[src/rtl/tpg_ctrl_pkg.sv]
// -----------------------------------------------------------------------------
// tpg_ctrl_pkg
// Shared definitions for the test-pattern-generator mode controller:
//   - timing field indices (order of the table columns and of wr_idx)
//   - controller FSM state encoding
//   - small elaboration helpers
// -----------------------------------------------------------------------------
package tpg_ctrl_pkg;

    // Number of timing fields per mode entry
    localparam int N_FIELDS = 10;

    // Field indices, as used on wr_idx
    localparam logic [3:0] F_HS_START   = 4'd0;
    localparam logic [3:0] F_HS_END     = 4'd1;
    localparam logic [3:0] F_HACT_START = 4'd2;
    localparam logic [3:0] F_HACT_END   = 4'd3;
    localparam logic [3:0] F_H_END      = 4'd4;
    localparam logic [3:0] F_VS_START   = 4'd5;
    localparam logic [3:0] F_VS_END     = 4'd6;
    localparam logic [3:0] F_VACT_START = 4'd7;
    localparam logic [3:0] F_VACT_END   = 4'd8;
    localparam logic [3:0] F_V_END      = 4'd9;

    // Controller states
    typedef enum logic [1:0] {
        ST_IDLE    = 2'd0,
        ST_RUN     = 2'd1,
        ST_WAIT_VS = 2'd2,
        ST_HOLD    = 2'd3
    } state_e;

    // Index width for n entries, never narrower than one bit
    function automatic int clog2_min1(input int n);
        return (n > 32'sd1) ? $clog2(n) : 32'sd1;
    endfunction

    // Fields 5..8 are vertical and only V_BITS wide; tV_END is H_BITS wide
    function automatic logic is_v_field(input logic [3:0] idx);
        return (idx >= F_VS_START) && (idx <= F_VACT_END);
    endfunction

endpackage

[src/rtl/tpg_mode_table.sv]
// -----------------------------------------------------------------------------
// tpg_mode_table
// Register file of N_MODES timing entries, N_FIELDS fields each.
// Ports:
//   clk, rst_n            clock, async active-low reset (clears every field)
//   wr_en/wr_mode/wr_idx/wr_data
//                         single write port; wr_idx > 9 is ignored, vertical
//                         fields keep only the low V_BITS, others low H_BITS
//   rd_mode / rd_fields   combinational read of a whole entry
//   chk_mode / chk_ok     combinational "tH_END and tV_END both nonzero" check
// The read ports see the stored value, so a write in the same cycle as a
// read returns the old contents.
// -----------------------------------------------------------------------------
module tpg_mode_table
    import tpg_ctrl_pkg::*;
#(
    parameter int H_BITS  = 12,
    parameter int V_BITS  = 12,
    parameter int N_MODES = 4,
    parameter int M_BITS  = 2,
    localparam int D_BITS = (H_BITS > V_BITS) ? H_BITS : V_BITS
) (
    input  logic              clk,
    input  logic              rst_n,
    input  logic              wr_en,
    input  logic [M_BITS-1:0] wr_mode,
    input  logic [3:0]        wr_idx,
    input  logic [D_BITS-1:0] wr_data,
    input  logic [M_BITS-1:0] rd_mode,
    output logic [D_BITS-1:0] rd_fields [N_FIELDS],
    input  logic [M_BITS-1:0] chk_mode,
    output logic              chk_ok
);

    logic [D_BITS-1:0] tab_q [N_MODES][N_FIELDS];
    logic [D_BITS-1:0] tab_d [N_MODES][N_FIELDS];

    // Trim a write value to the width of the field it lands in
    function automatic logic [D_BITS-1:0] field_mask(input logic [3:0] idx,
                                                     input logic [D_BITS-1:0] d);
        logic [D_BITS-1:0] m;
        if (is_v_field(idx)) begin
            m = D_BITS'({V_BITS{1'b1}});
        end else begin
            m = D_BITS'({H_BITS{1'b1}});
        end
        return d & m;
    endfunction

    // Next table contents: one field updated on a legal write
    always_comb begin
        tab_d = tab_q;
        if (wr_en && (int'(wr_idx) < N_FIELDS) && (int'(wr_mode) < N_MODES)) begin
            tab_d[wr_mode][wr_idx] = field_mask(wr_idx, wr_data);
        end else begin
            tab_d = tab_q;
        end
    end

    // Whole-entry read for the timing load
    always_comb begin
        for (int f = 0; f < N_FIELDS; f++) begin
            rd_fields[f] = '0;
        end
        if (int'(rd_mode) < N_MODES) begin
            rd_fields = tab_q[rd_mode];
        end else begin
            for (int f = 0; f < N_FIELDS; f++) begin
                rd_fields[f] = '0;
            end
        end
    end

    // Validity check of the entry being offered on the select port
    always_comb begin
        chk_ok = 1'b0;
        if (int'(chk_mode) < N_MODES) begin
            chk_ok = (tab_q[chk_mode][F_H_END] != '0) && (tab_q[chk_mode][F_V_END] != '0);
        end else begin
            chk_ok = 1'b0;
        end
    end

    // Table storage
    always_ff @(posedge clk or negedge rst_n) begin
        if (!rst_n) begin
            for (int m = 0; m < N_MODES; m++) begin
                for (int f = 0; f < N_FIELDS; f++) begin
                    tab_q[m][f] <= '0;
                end
            end
        end else begin
            tab_q <= tab_d;
        end
    end

endmodule

[src/rtl/tpg_mode_ctrl.sv]
// -----------------------------------------------------------------------------
// tpg_mode_ctrl
// Mode controller for the video test pattern generator. Holds a table of
// timing sets and drives the generator from one active copy. A select from
// RUN waits for the next rising edge of vs_q, then loads the new timings and
// holds the generator in reset for HOLD_CYC cycles, so each frame uses a
// single consistent timing set.
//
// Ports:
//   clk, rst_n                 clock, async active-low reset
//   wr_en/wr_mode/wr_idx/wr_data  table write port
//   sel_valid/sel_ready/sel_mode  mode-select handshake
//   sel_err                    one-cycle pulse on a rejected select (or watchdog)
//   vs_q                       vertical sync from the generator
//   tpg_rst_n                  synchronous active-low reset to the generator
//   busy                       high while waiting for a frame edge or holding
//   active_mode                mode currently applied
//   tHS_START .. tV_END        timing outputs to the generator (all registered)
//
// Optional feature: define TPG_MODE_CTRL_TIMEOUT_EN to add a TO_BITS watchdog
// that forces the switch when no frame edge arrives while waiting.
// -----------------------------------------------------------------------------
module tpg_mode_ctrl
    import tpg_ctrl_pkg::*;
#(
    parameter int H_BITS   = 12,
    parameter int V_BITS   = 12,
    parameter int N_MODES  = 4,
    parameter int HOLD_CYC = 4,
    parameter int TO_BITS  = 24,
    localparam int M_BITS  = clog2_min1(N_MODES),
    localparam int D_BITS  = (H_BITS > V_BITS) ? H_BITS : V_BITS
) (
    input  logic              clk,
    input  logic              rst_n,
    input  logic              wr_en,
    input  logic [M_BITS-1:0] wr_mode,
    input  logic [3:0]        wr_idx,
    input  logic [D_BITS-1:0] wr_data,
    input  logic              sel_valid,
    output logic              sel_ready,
    input  logic [M_BITS-1:0] sel_mode,
    output logic              sel_err,
    input  logic              vs_q,
    output logic              tpg_rst_n,
    output logic              busy,
    output logic [M_BITS-1:0] active_mode,
    output logic [H_BITS-1:0] tHS_START,
    output logic [H_BITS-1:0] tHS_END,
    output logic [H_BITS-1:0] tHACT_START,
    output logic [H_BITS-1:0] tHACT_END,
    output logic [H_BITS-1:0] tH_END,
    output logic [V_BITS-1:0] tVS_START,
    output logic [V_BITS-1:0] tVS_END,
    output logic [V_BITS-1:0] tVACT_START,
    output logic [V_BITS-1:0] tVACT_END,
    output logic [H_BITS-1:0] tV_END
);

    localparam logic [7:0] HOLD_LOAD = 8'(HOLD_CYC - 32'sd1);

    state_e            state_q, state_d;
    logic              vs_d_q;          // vs_q delayed one cycle, for edge detect
    logic [7:0]        hold_cnt_q, hold_cnt_d;
    logic [M_BITS-1:0] pend_q, pend_d;  // mode waiting for the frame edge
    logic              sel_err_q, sel_err_d;
    logic              sel_ready_q, sel_ready_d;
    logic              tpg_rst_n_q, tpg_rst_n_d;
    logic              busy_q, busy_d;
    logic [M_BITS-1:0] active_mode_q, active_mode_d;
    logic [D_BITS-1:0] tim_q [N_FIELDS];
    logic [D_BITS-1:0] tim_d [N_FIELDS];

    logic              sel_fire_s;
    logic              sel_ok_s;
    logic              vs_rise_s;
    logic              load_s;
    logic              to_expire_s;
    logic [M_BITS-1:0] rd_mode_s;
    logic [D_BITS-1:0] rd_fields_s [N_FIELDS];

    assign sel_fire_s = sel_valid & sel_ready_q;
    assign vs_rise_s  = vs_q & ~vs_d_q;
    // While waiting, the load address is the pending mode, not the live port
    assign rd_mode_s  = (state_q == ST_WAIT_VS) ? pend_q : sel_mode;

    tpg_mode_table #(
        .H_BITS  (H_BITS),
        .V_BITS  (V_BITS),
        .N_MODES (N_MODES),
        .M_BITS  (M_BITS)
    ) u_table (
        .clk       (clk),
        .rst_n     (rst_n),
        .wr_en     (wr_en),
        .wr_mode   (wr_mode),
        .wr_idx    (wr_idx),
        .wr_data   (wr_data),
        .rd_mode   (rd_mode_s),
        .rd_fields (rd_fields_s),
        .chk_mode  (sel_mode),
        .chk_ok    (sel_ok_s)
    );

`ifdef TPG_MODE_CTRL_TIMEOUT_EN
    logic [TO_BITS-1:0] to_cnt_q, to_cnt_d;
    logic [TO_BITS-1:0] to_inc_s;

    assign to_inc_s    = to_cnt_q + TO_BITS'(1'b1);
    // Fire on the cycle the count would reach all-ones
    assign to_expire_s = (state_q == ST_WAIT_VS) && (to_inc_s == '1);

    // Watchdog next value: clear on WAIT_VS entry, count while waiting
    always_comb begin
        to_cnt_d = to_cnt_q;
        if ((state_q != ST_WAIT_VS) && (state_d == ST_WAIT_VS)) begin
            to_cnt_d = '0;
        end else if (state_q == ST_WAIT_VS) begin
            to_cnt_d = to_inc_s;
        end else begin
            to_cnt_d = to_cnt_q;
        end
    end

    // Watchdog counter
    always_ff @(posedge clk or negedge rst_n) begin
        if (!rst_n) begin
            to_cnt_q <= '0;
        end else begin
            to_cnt_q <= to_cnt_d;
        end
    end
`else
    assign to_expire_s = 1'b0;
    // TO_BITS only sizes the watchdog; this empty block keeps it referenced.
    if (TO_BITS > 0) begin : g_no_watchdog
    end
`endif

    // FSM next state, hold counter and select handling
    always_comb begin
        state_d    = state_q;
        pend_d     = pend_q;
        hold_cnt_d = hold_cnt_q;
        sel_err_d  = 1'b0;
        load_s     = 1'b0;
        case (state_q)
            ST_IDLE: begin
                if (sel_fire_s) begin
                    if (sel_ok_s) begin
                        state_d = ST_HOLD;
                        load_s  = 1'b1;
                    end else begin
                        sel_err_d = 1'b1;
                    end
                end else begin
                    state_d = ST_IDLE;
                end
            end
            ST_RUN: begin
                if (sel_fire_s) begin
                    if (sel_ok_s) begin
                        state_d = ST_WAIT_VS;
                        pend_d  = sel_mode;
                    end else begin
                        sel_err_d = 1'b1;
                    end
                end else begin
                    state_d = ST_RUN;
                end
            end
            ST_WAIT_VS: begin
                if (vs_rise_s) begin
                    state_d = ST_HOLD;
                    load_s  = 1'b1;
                end else if (to_expire_s) begin
                    state_d   = ST_HOLD;
                    load_s    = 1'b1;
                    sel_err_d = 1'b1;
                end else begin
                    state_d = ST_WAIT_VS;
                end
            end
            ST_HOLD: begin
                if (hold_cnt_q == 8'd0) begin
                    state_d = ST_RUN;
                end else begin
                    hold_cnt_d = hold_cnt_q - 8'd1;
                end
            end
            default: begin
                state_d = ST_IDLE;
            end
        endcase
        if (load_s) begin
            hold_cnt_d = HOLD_LOAD;
        end else begin
            hold_cnt_d = hold_cnt_d;
        end
    end

    // Registered outputs derived from the next state and the load strobe
    always_comb begin
        sel_ready_d   = (state_d == ST_IDLE) || (state_d == ST_RUN);
        tpg_rst_n_d   = (state_d == ST_RUN) || (state_d == ST_WAIT_VS);
        busy_d        = (state_d == ST_WAIT_VS) || (state_d == ST_HOLD);
        active_mode_d = active_mode_q;
        tim_d         = tim_q;
        if (load_s) begin
            active_mode_d = rd_mode_s;
            tim_d         = rd_fields_s;
        end else begin
            active_mode_d = active_mode_q;
            tim_d         = tim_q;
        end
    end

    // Controller state and output registers
    always_ff @(posedge clk or negedge rst_n) begin
        if (!rst_n) begin
            state_q       <= ST_IDLE;
            vs_d_q        <= 1'b0;
            hold_cnt_q    <= 8'd0;
            pend_q        <= '0;
            sel_err_q     <= 1'b0;
            sel_ready_q   <= 1'b1;
            tpg_rst_n_q   <= 1'b0;
            busy_q        <= 1'b0;
            active_mode_q <= '0;
            for (int f = 0; f < N_FIELDS; f++) begin
                tim_q[f] <= '0;
            end
        end else begin
            state_q       <= state_d;
            vs_d_q        <= vs_q;
            hold_cnt_q    <= hold_cnt_d;
            pend_q        <= pend_d;
            sel_err_q     <= sel_err_d;
            sel_ready_q   <= sel_ready_d;
            tpg_rst_n_q   <= tpg_rst_n_d;
            busy_q        <= busy_d;
            active_mode_q <= active_mode_d;
            tim_q         <= tim_d;
        end
    end

    assign sel_ready   = sel_ready_q;
    assign sel_err     = sel_err_q;
    assign tpg_rst_n   = tpg_rst_n_q;
    assign busy        = busy_q;
    assign active_mode = active_mode_q;

    assign tHS_START   = tim_q[F_HS_START][H_BITS-1:0];
    assign tHS_END     = tim_q[F_HS_END][H_BITS-1:0];
    assign tHACT_START = tim_q[F_HACT_START][H_BITS-1:0];
    assign tHACT_END   = tim_q[F_HACT_END][H_BITS-1:0];
    assign tH_END      = tim_q[F_H_END][H_BITS-1:0];
    assign tVS_START   = tim_q[F_VS_START][V_BITS-1:0];
    assign tVS_END     = tim_q[F_VS_END][V_BITS-1:0];
    assign tVACT_START = tim_q[F_VACT_START][V_BITS-1:0];
    assign tVACT_END   = tim_q[F_VACT_END][V_BITS-1:0];
    assign tV_END      = tim_q[F_V_END][H_BITS-1:0];

endmodule

[config.mk]
export PLATFORM = sky130hd
export DESIGN_NAME = tpg_mode_ctrl
export DESIGN_NICKNAME = d
export VERILOG_FILES = /design/src/rtl/tpg_ctrl_pkg.sv /design/src/rtl/tpg_mode_table.sv /design/src/rtl/tpg_mode_ctrl.sv
export SDC_FILE = /design/constraint.sdc
export NUM_CORES = 1
export LEC_CHECK = 0
export BUFFER_PORTS_ARGS = -buffer_cell sky130_fd_sc_hd__buf_2
export CAP_MARGIN = 40
export CORE_UTILIZATION = 50
export CTS_CLUSTER_SIZE = 10
export DETAILED_ROUTE_END_ITERATION = 16
export PLACE_DENSITY = 0.67
export SLEW_MARGIN = 10
export SYNTH_ARGS = -nofsm -noshare
export SYNTH_HDL_FRONTEND = slang
export SYNTH_SLANG_ARGS = --single-unit
[constraint.sdc]
create_clock -name clk -period 2.75 [get_ports clk]
set_input_delay 0.275 -clock clk [delete_from_list [all_inputs] [get_ports clk]]
set_output_delay 0.275 -clock clk [all_outputs]
set_load 0.005 [all_outputs]
==> metrics, run 1 <==
outcome=finished clean; minimum clock period after layout=approximately 2.6 ns; crit path from=state_q[0]$_DFF_PN0_; ys flop type=dfrtp_1; skew final=between 0.02 and 0.025 ns; Power Dens Cells=~850 nW/µm²; Avg Synthesized Cell Area=16.3 µm²; largest net degree at the start of global routing=74; R2R Path End=tH_END[6]$_DFFE_PN0N_; vias=roughly 15000; Data arrival, critical path=3.09 ns; grt ovf=0; Clock Tree Root=clkbuf_16; Cell Area, Synth=26600 µm²; Clock transition at path regs=0.05 ns; Max transition margin=38.3%; Vert. Die Dim=232 µm; GRT Total Usage=23.7%; kind of critical path=reg2reg; Routed wire per std cell=24.3 µm; Core Region=52600 µm²; commonest cells after routing, fill and taps aside=dfrtp_1, mux2_2, buf_2; antenna violations before repair=5; critical path endpoint category=flop; R2R Setup Slk=0.14 ns; CTS buffer count=72; Peak supply drop=0.473 mV; Final Wtd Congestion=0.810; sequential cell area=15500 µm²; Sink Count=619; layout net count=~1800; RSZ-0062 raised after global routing=no; FFs w/ async S/R, synth=100%; initial drt markers=875; Worst-Skew Late Latency=0.60 ns; final count of hold timing violations=0; FF+latch count, synth=619; EDFF count, synth=0; FF-to-FF Start=state_q[0]$_DFF_PN0_; Die Area=54100 µm²; postcts setup bufs=0; Yosys top cell area share=between 50% and 60%; Post-Route Setup TNS=0 ns; vias in the first global route=15864; post-synth cell types=38; global-route wire length before repair=96100 µm; Setup crit start kind=flop; final HPWL from detailed placement=38800 µm; post-route ant nets=0; I/O Buffers=150; die extent in x=232 µm; FP Rows=between 80 and 90; final wirelength=61100 µm; H-tree lvl count=3; Worst Tran Pin Value=just over 0.9 ns; leakage=around 15 nW; Max Cap Viol=0; num ports=151; Hold Path Class=in2reg; commonest non-fill, non-tap cell in the layout=dfrtp_1; final setup fails=0; layout cells sized above 1=57.3%; detailed-route DRC error count=0; worst-path maximum fanout=16; TritonRoute pass-1 iters=5; fin worst setup slack=0.140 ns; Worst Reg-to-Reg Cells=6; Critical Path RT=~3.2 ns; worst setup path end=tH_END[6]$_DFFE_PN0N_; Synth area leaders=dfrtp_1, mux2_2, mux4_2; Vias/cell=5.82; Syn. warnings=0; CTS Buffer Depth=3; layout filler cell count=between 4000 and 5000; combined area of the multi-input logic cells=about 10000 µm²; Post-Place Setup Slack=about 0.15 ns; Mapped Nets=1661; period utilization=94.9%; Max Slew Vio Count=0; clock tree from TritonCTS=yes; area leader, netlist=dfrtp_1; initial core utilization=50.5%; sequential fraction of the synthesis area=between 50% and 60%; Cells after Synth=about 1600; Syn-to-layout area delta=15.3%; fmax=0.383 GHz
-- registers in the layout, indices dropped and copies added (netlist names), 8 cells and up --
| register | cells |
|---|---|
| hold_cnt_q | 8 |
| tHACT_END | 12 |
| tHACT_START | 12 |
| tHS_END | 12 |
| tHS_START | 12 |
| tH_END | 12 |
| tVACT_END | 12 |
| tVACT_START | 12 |
| tVS_END | 12 |
| tVS_START | 12 |
| tV_END | 12 |
| u_table.tab_q | 480 |
-- what timing repair did --
item,in CTS,in global routing
hold endpoints to repair,52,0
gates resized for setup,0,0
hold buffers,3,0
-- layout make-up --
cell class / count / area share [%]
Sequential cell: 619 / 50.6
Tap cell: 688 / 2.81
Timing Repair Buffer: 235 / 5.78
Clock buffer: 86 / 6.43
Multi-Input combinational cell: 873 / 34.2
Inverter: 8 / 0.0980
Antenna cell: 4 / 0.0327
Clock inverter: 4 / 0.0899
-- through the flow --
| step | cell area (µm²) | util (%) | hold slack [ns] | cells | total power [mW] |
|---|---|---|---|---|---|
| after global routing | 30600 | 58.3 | 0.0571 | 2516 | 27.4 |
| after CTS | 30600 | 58.3 | 0.0156 | 2513 | 26.4 |
| final | 30600 | 58.3 | 0.0491 | 2517 | 26.1 |
| after floorplan | 26600 | - | -0.0206 | 1633 | 15.3 |
| after detailed placement | 28600 | 54.4 | 0.315 | 2420 | 17.8 |
| after global placement | 28500 | 54.2 | 0.313 | 2414 | 17.6 |
-- worst max-delay path: stages (launching register included) --
cell     delay (ns)
dfrtp_1        0.42
and2b_1        0.41
mux2i_4        0.36
buf_12         0.25
buf_4          0.21
mux4_2         0.56
mux2_2         0.29
-- report_power, final --
part	leakage, nW	internal [mW]	switching, mW	total, mW
Sequential	8.25	11.1	1.21	12.3
Combinational	5.54	3.15	2.19	5.34
Clock	0.982	4.98	3.49	8.47
Total	14.8	19.2	6.88	26.1
-- Yosys cell counts, types with 11 or more instances --
cell type / count
mux2_2: 590
clkbuf_1: 76
mux4_2: 120
nor2_1: 25
nand2_1: 15
buf_2: 22
nor4_1: 24
nor3_1: 11
mux2_4: 13
nand3_1: 28
buf_1: 15
dfrtp_1: 618
-- cell families after synthesis --
| family | synth area share, % |
|---|---|
| AOI/OAI and AO/OA | 0.170 |
| xor gates and xnor gates | 0.231 |
| adders and majority gates | 0.141 |
| buffers and inverters | 2.49 |
| DFF | 58.3 |
| muxes | 36.1 |
| and+or+nand+nor | 2.59 |
-- worst min-delay path by stage --
| stage | cells past startpoint | slack, ns | to | from |
|---|---|---|---|---|
| finish | 3 | 0.05 | sel_err$_DFF_PN0_ | sel_valid |
| global route | 3 | 0.06 | sel_err$_DFF_PN0_ | sel_valid |
| CTS | 3 | 0.02 | sel_err$_DFF_PN0_ | sel_valid |
| detailed placement | 1 | 0.32 | tHACT_START[5]$_DFFE_PN0N_ | rst_n |
| global placement | 1 | 0.31 | busy$_DFF_PN0_ | rst_n |
| floorplan | 0 | -0.02 | active_mode[0]$_DFFE_PN0N_ | rst_n |
-- per-layer routing --
metal / GRT usage (%) / wire, µm
met1: 32.9 / 27000
met2: 38.7 / 30300
met3: 3.47 / 2410
met4: 7.50 / 1430
met5: 0 / 13
No activity file was read; power rests on OpenSTA's default activity.
==> run 2: changes to the inputs <==
- SYNTH_HIERARCHICAL: default -> 1
==> run 2 against run 1 <==
Compared with the run above: combinational power grew 9.2%; sequential share of layout area decreased by 0.087 points; design area increased by 0.17%; clock power is 2% lower; total power shrank 0.85%; register-to-register slack worse by 0.07 ns; synthesized cell count is 15% higher; fmax is 2.7% lower; setup slack worse by 0.073 ns; critical endpoint is now busy$_DFF_PN0_; largest cell class unchanged; largest power group unchanged.
==> metrics, run 2 <==
final count of hold timing violations=0; GRT Total Usage=a little under a quarter; fmax=about 0.37 GHz; Post-Route Setup TNS=0 ns; ys flop type=dfrtp_1; Slowest-stage cell, CP=nor4_1; Syn-to-layout area delta=15.4%; Yosys top cell area share=58.2%; initial core utilization=roughly half; layout filler cell count=4149; Cells after Synth=1886; layout cells sized above 1=45.5%; Worst Reg-to-Reg Cells=9; num ports=151; fin worst setup slack=0.0672 ns; Worst-Skew Late Latency=0.60 ns; worst setup path end=busy$_DFF_PN0_; final wirelength=approximately 62000 µm; Setup crit start kind=flop; sequential fraction of the synthesis area=a little under 60%; Routed wire per std cell=22.3 µm; commonest cells after routing, fill and taps aside=dfrtp_1, mux2_2, nand2_1; layout net count=2098; period utilization=97.6%; global-route wire length before repair=approximately 98000 µm; Max transition margin=a little under two fifths; Synth Area in Simple Gates=7.62%; Peak supply drop=0.424 mV; R2R Setup Slk=between 0.06 and 0.07 ns; placed insts=2675; R2R Path End=busy$_DFF_PN0_; Max Cap Viol=0; FF+latch count, synth=619; vias in the first global route=between 15000 and 20000; CTS buffer count=72; EDFF count, synth=0; Max Slew Vio Count=0; final setup fails=0; kind of critical path=reg2reg; TritonRoute pass-1 iters=7; critical path endpoint category=flop; Vert. Die Dim=between 200 and 250 µm; Syn. warnings=6; complex-gate fraction of the synthesized area=less than 1%; worst-path maximum fanout=4; Avg Synthesized Cell Area=14.1 µm²; post-route ant nets=0; skew final=0.0134 ns; FF-to-FF Start=u_table/tab_q[428]$_DFFE_PN0P_; cell with the most instances after synthesis=dfrtp_1; FFs w/ async S/R, synth=100%; CTS Buffer Depth=3; max FFs per register=between 400 and 500; commonest non-fill, non-tap cell in the layout=dfrtp_1; outcome=finished clean; Die Area=roughly 54000 µm²; initial drt markers=1068; Core Region=52600 µm²; postcts setup bufs=0; minimum clock period after layout=2.68 ns; most used cell, CP=a311oi_1; largest family of logic cells by synthesized area=multiplexers; Worst Tran Pin Value=0.925 ns; Cell Area, Synth=26600 µm²; H-tree lvl count=3; Mapped Nets=1917; final core utilization=58.4%; Synth area leaders=dfrtp_1, mux2_2, mux4_2; Sink Count=roughly 620; Data arrival, critical path=3.15 ns; largest net degree at the start of global routing=roughly 130; Critical Path Max Stage Delay=0.51 ns; I/O Buffers=150; Synth top cells by count=dfrtp_1, mux2_2, nand2_1; mux contribution to synthesized area=30.7%; die extent in x=233 µm; Clock transition at path regs=0.05 ns; Clock Tree Root=clkbuf_16; post-synth cell types=43; antenna violations before repair=5; Vias/cell=5.73; clock tree from TritonCTS=yes; crit path from=u_table/tab_q[428]$_DFFE_PN0P_; Biggest register=u_table/tab_q; Layout Cells excl Fill=2774; Hold Path Class=in2reg; Critical Path RT=3.22 ns; RSZ-0062 raised after global routing=no; Synth Area in Adders=less than 1%; xor/xnor share of the synthesized area=0.0988%; final HPWL from detailed placement=38600 µm; Post-Place Setup Slack=0.0141 ns; leakage=15.3 nW; cells along the critical path=nor4_1, a311oi_1, a311oi_1, a21oi_2, nand4b_1, a21o_4, nand2_1, ha_1, or2_2; Final Wtd Congestion=roughly 0.8; grt ovf=0; Power Dens Cells=around 840 nW/µm²; FP Rows=84; vias=15883; total power=around 26 mW; detailed-route DRC error count=0; area leader, netlist=dfrtp_1
-- run 2: cell types whose count changed after synthesis, moves of 4 or more --
cell / delta
buf_6: -9
nand2_1: +369
nand3_1: -12
buf_1: -11
mux2_2: -106
clkbuf_1: -7
nand2b_1: -4
mux2_4: -13
nor2_1: +10
inv_1: -4
nor3_1: -9
buf_2: +43
-- run 2: what timing repair did --
action	CTS	global route
pin swaps	0	2
hold buffers	3	0
hold endpoints to repair	59	0
endpoints found under the setup margin	1	123
cloned	0	1
gates resized for setup	1	2
-- run 2: per-layer routing --
layer	wire length [µm]	global-route usage, %	vias up
li1	-	-	6987
met1	27100	32.8	8481
met2	30800	38.6	312
met3	2330	3.32	103
met4	1670	8.74	0
met5	0	0	-
-- run 2: where the power goes --
| part | total, mW | internal, mW | switching, mW |
|---|---|---|---|
| clock | 8.33 | 4.88 | 3.44 |
| sequential | 11.7 | 10.8 | 0.939 |
| combinational | 5.83 | 2.91 | 2.91 |
-- run 2: area by class of cell --
type / count / area, µm² / area share (%)
clock inverters: 3 / 26.3 / 0.0856
diodes: 6 / 15.0 / 0.0489
repair buffers: 251 / 1870 / 6.10
multi-input cells: 1119 / 10500 / 34.1
clock buffers: 84 / 1930 / 6.29
inverters: 4 / 15.0 / 0.0489
well taps: 688 / 861 / 2.81
flip-flops and latches: 619 / 15500 / 50.5
-- run 2: critical path, delay by kind of cell, from the launching register on --
family          cells  cell delay [ns]
compound gates      4             0.84
fa+ha+maj           1             0.21
flops               1             0.39
simple gates        4             1.13
-- run 2: how the worst min path moves through the flow --
stage                      from                    endpoint  slack (ns)  cells past startpoint
finish              sel_mode[0]       pend_q[0]$_DFFE_PN0P_        0.04                      2
global route        sel_mode[0]       pend_q[0]$_DFFE_PN0P_        0.04                      2
CTS                 sel_mode[0]       pend_q[0]$_DFFE_PN0P_       0.005                      2
detailed placement        rst_n      tHS_END[4]$_DFFE_PN0N_        0.31                      1
global placement          rst_n      tHS_END[4]$_DFFE_PN0N_        0.32                      1
floorplan                 rst_n  active_mode[0]$_DFFE_PN0N_       -0.02                      0
-- run 2: kinds of logic (layout without fill, tap and decap cells) --
logic type	Yosys count	after routing
XOR/XNOR	3	3
other	0	6
flip-flops	619	619
buffers and inverters	148	342
multiplexers	606	606
AO/OA/AOI/OAI	17	17
AND/OR/NAND/NOR	487	487
adder cells (fa/ha/maj)	6	6
-- run 2: metrics by stage --
stage | hold WS, ns | instance area [µm²]
after global routing | 0.0355 | 30700
after floorplan | -0.0206 | 26600
after CTS | 0.00491 | 30600
after detailed placement | 0.312 | 28600
final | 0.0414 | 30700
after global placement | 0.318 | 28500
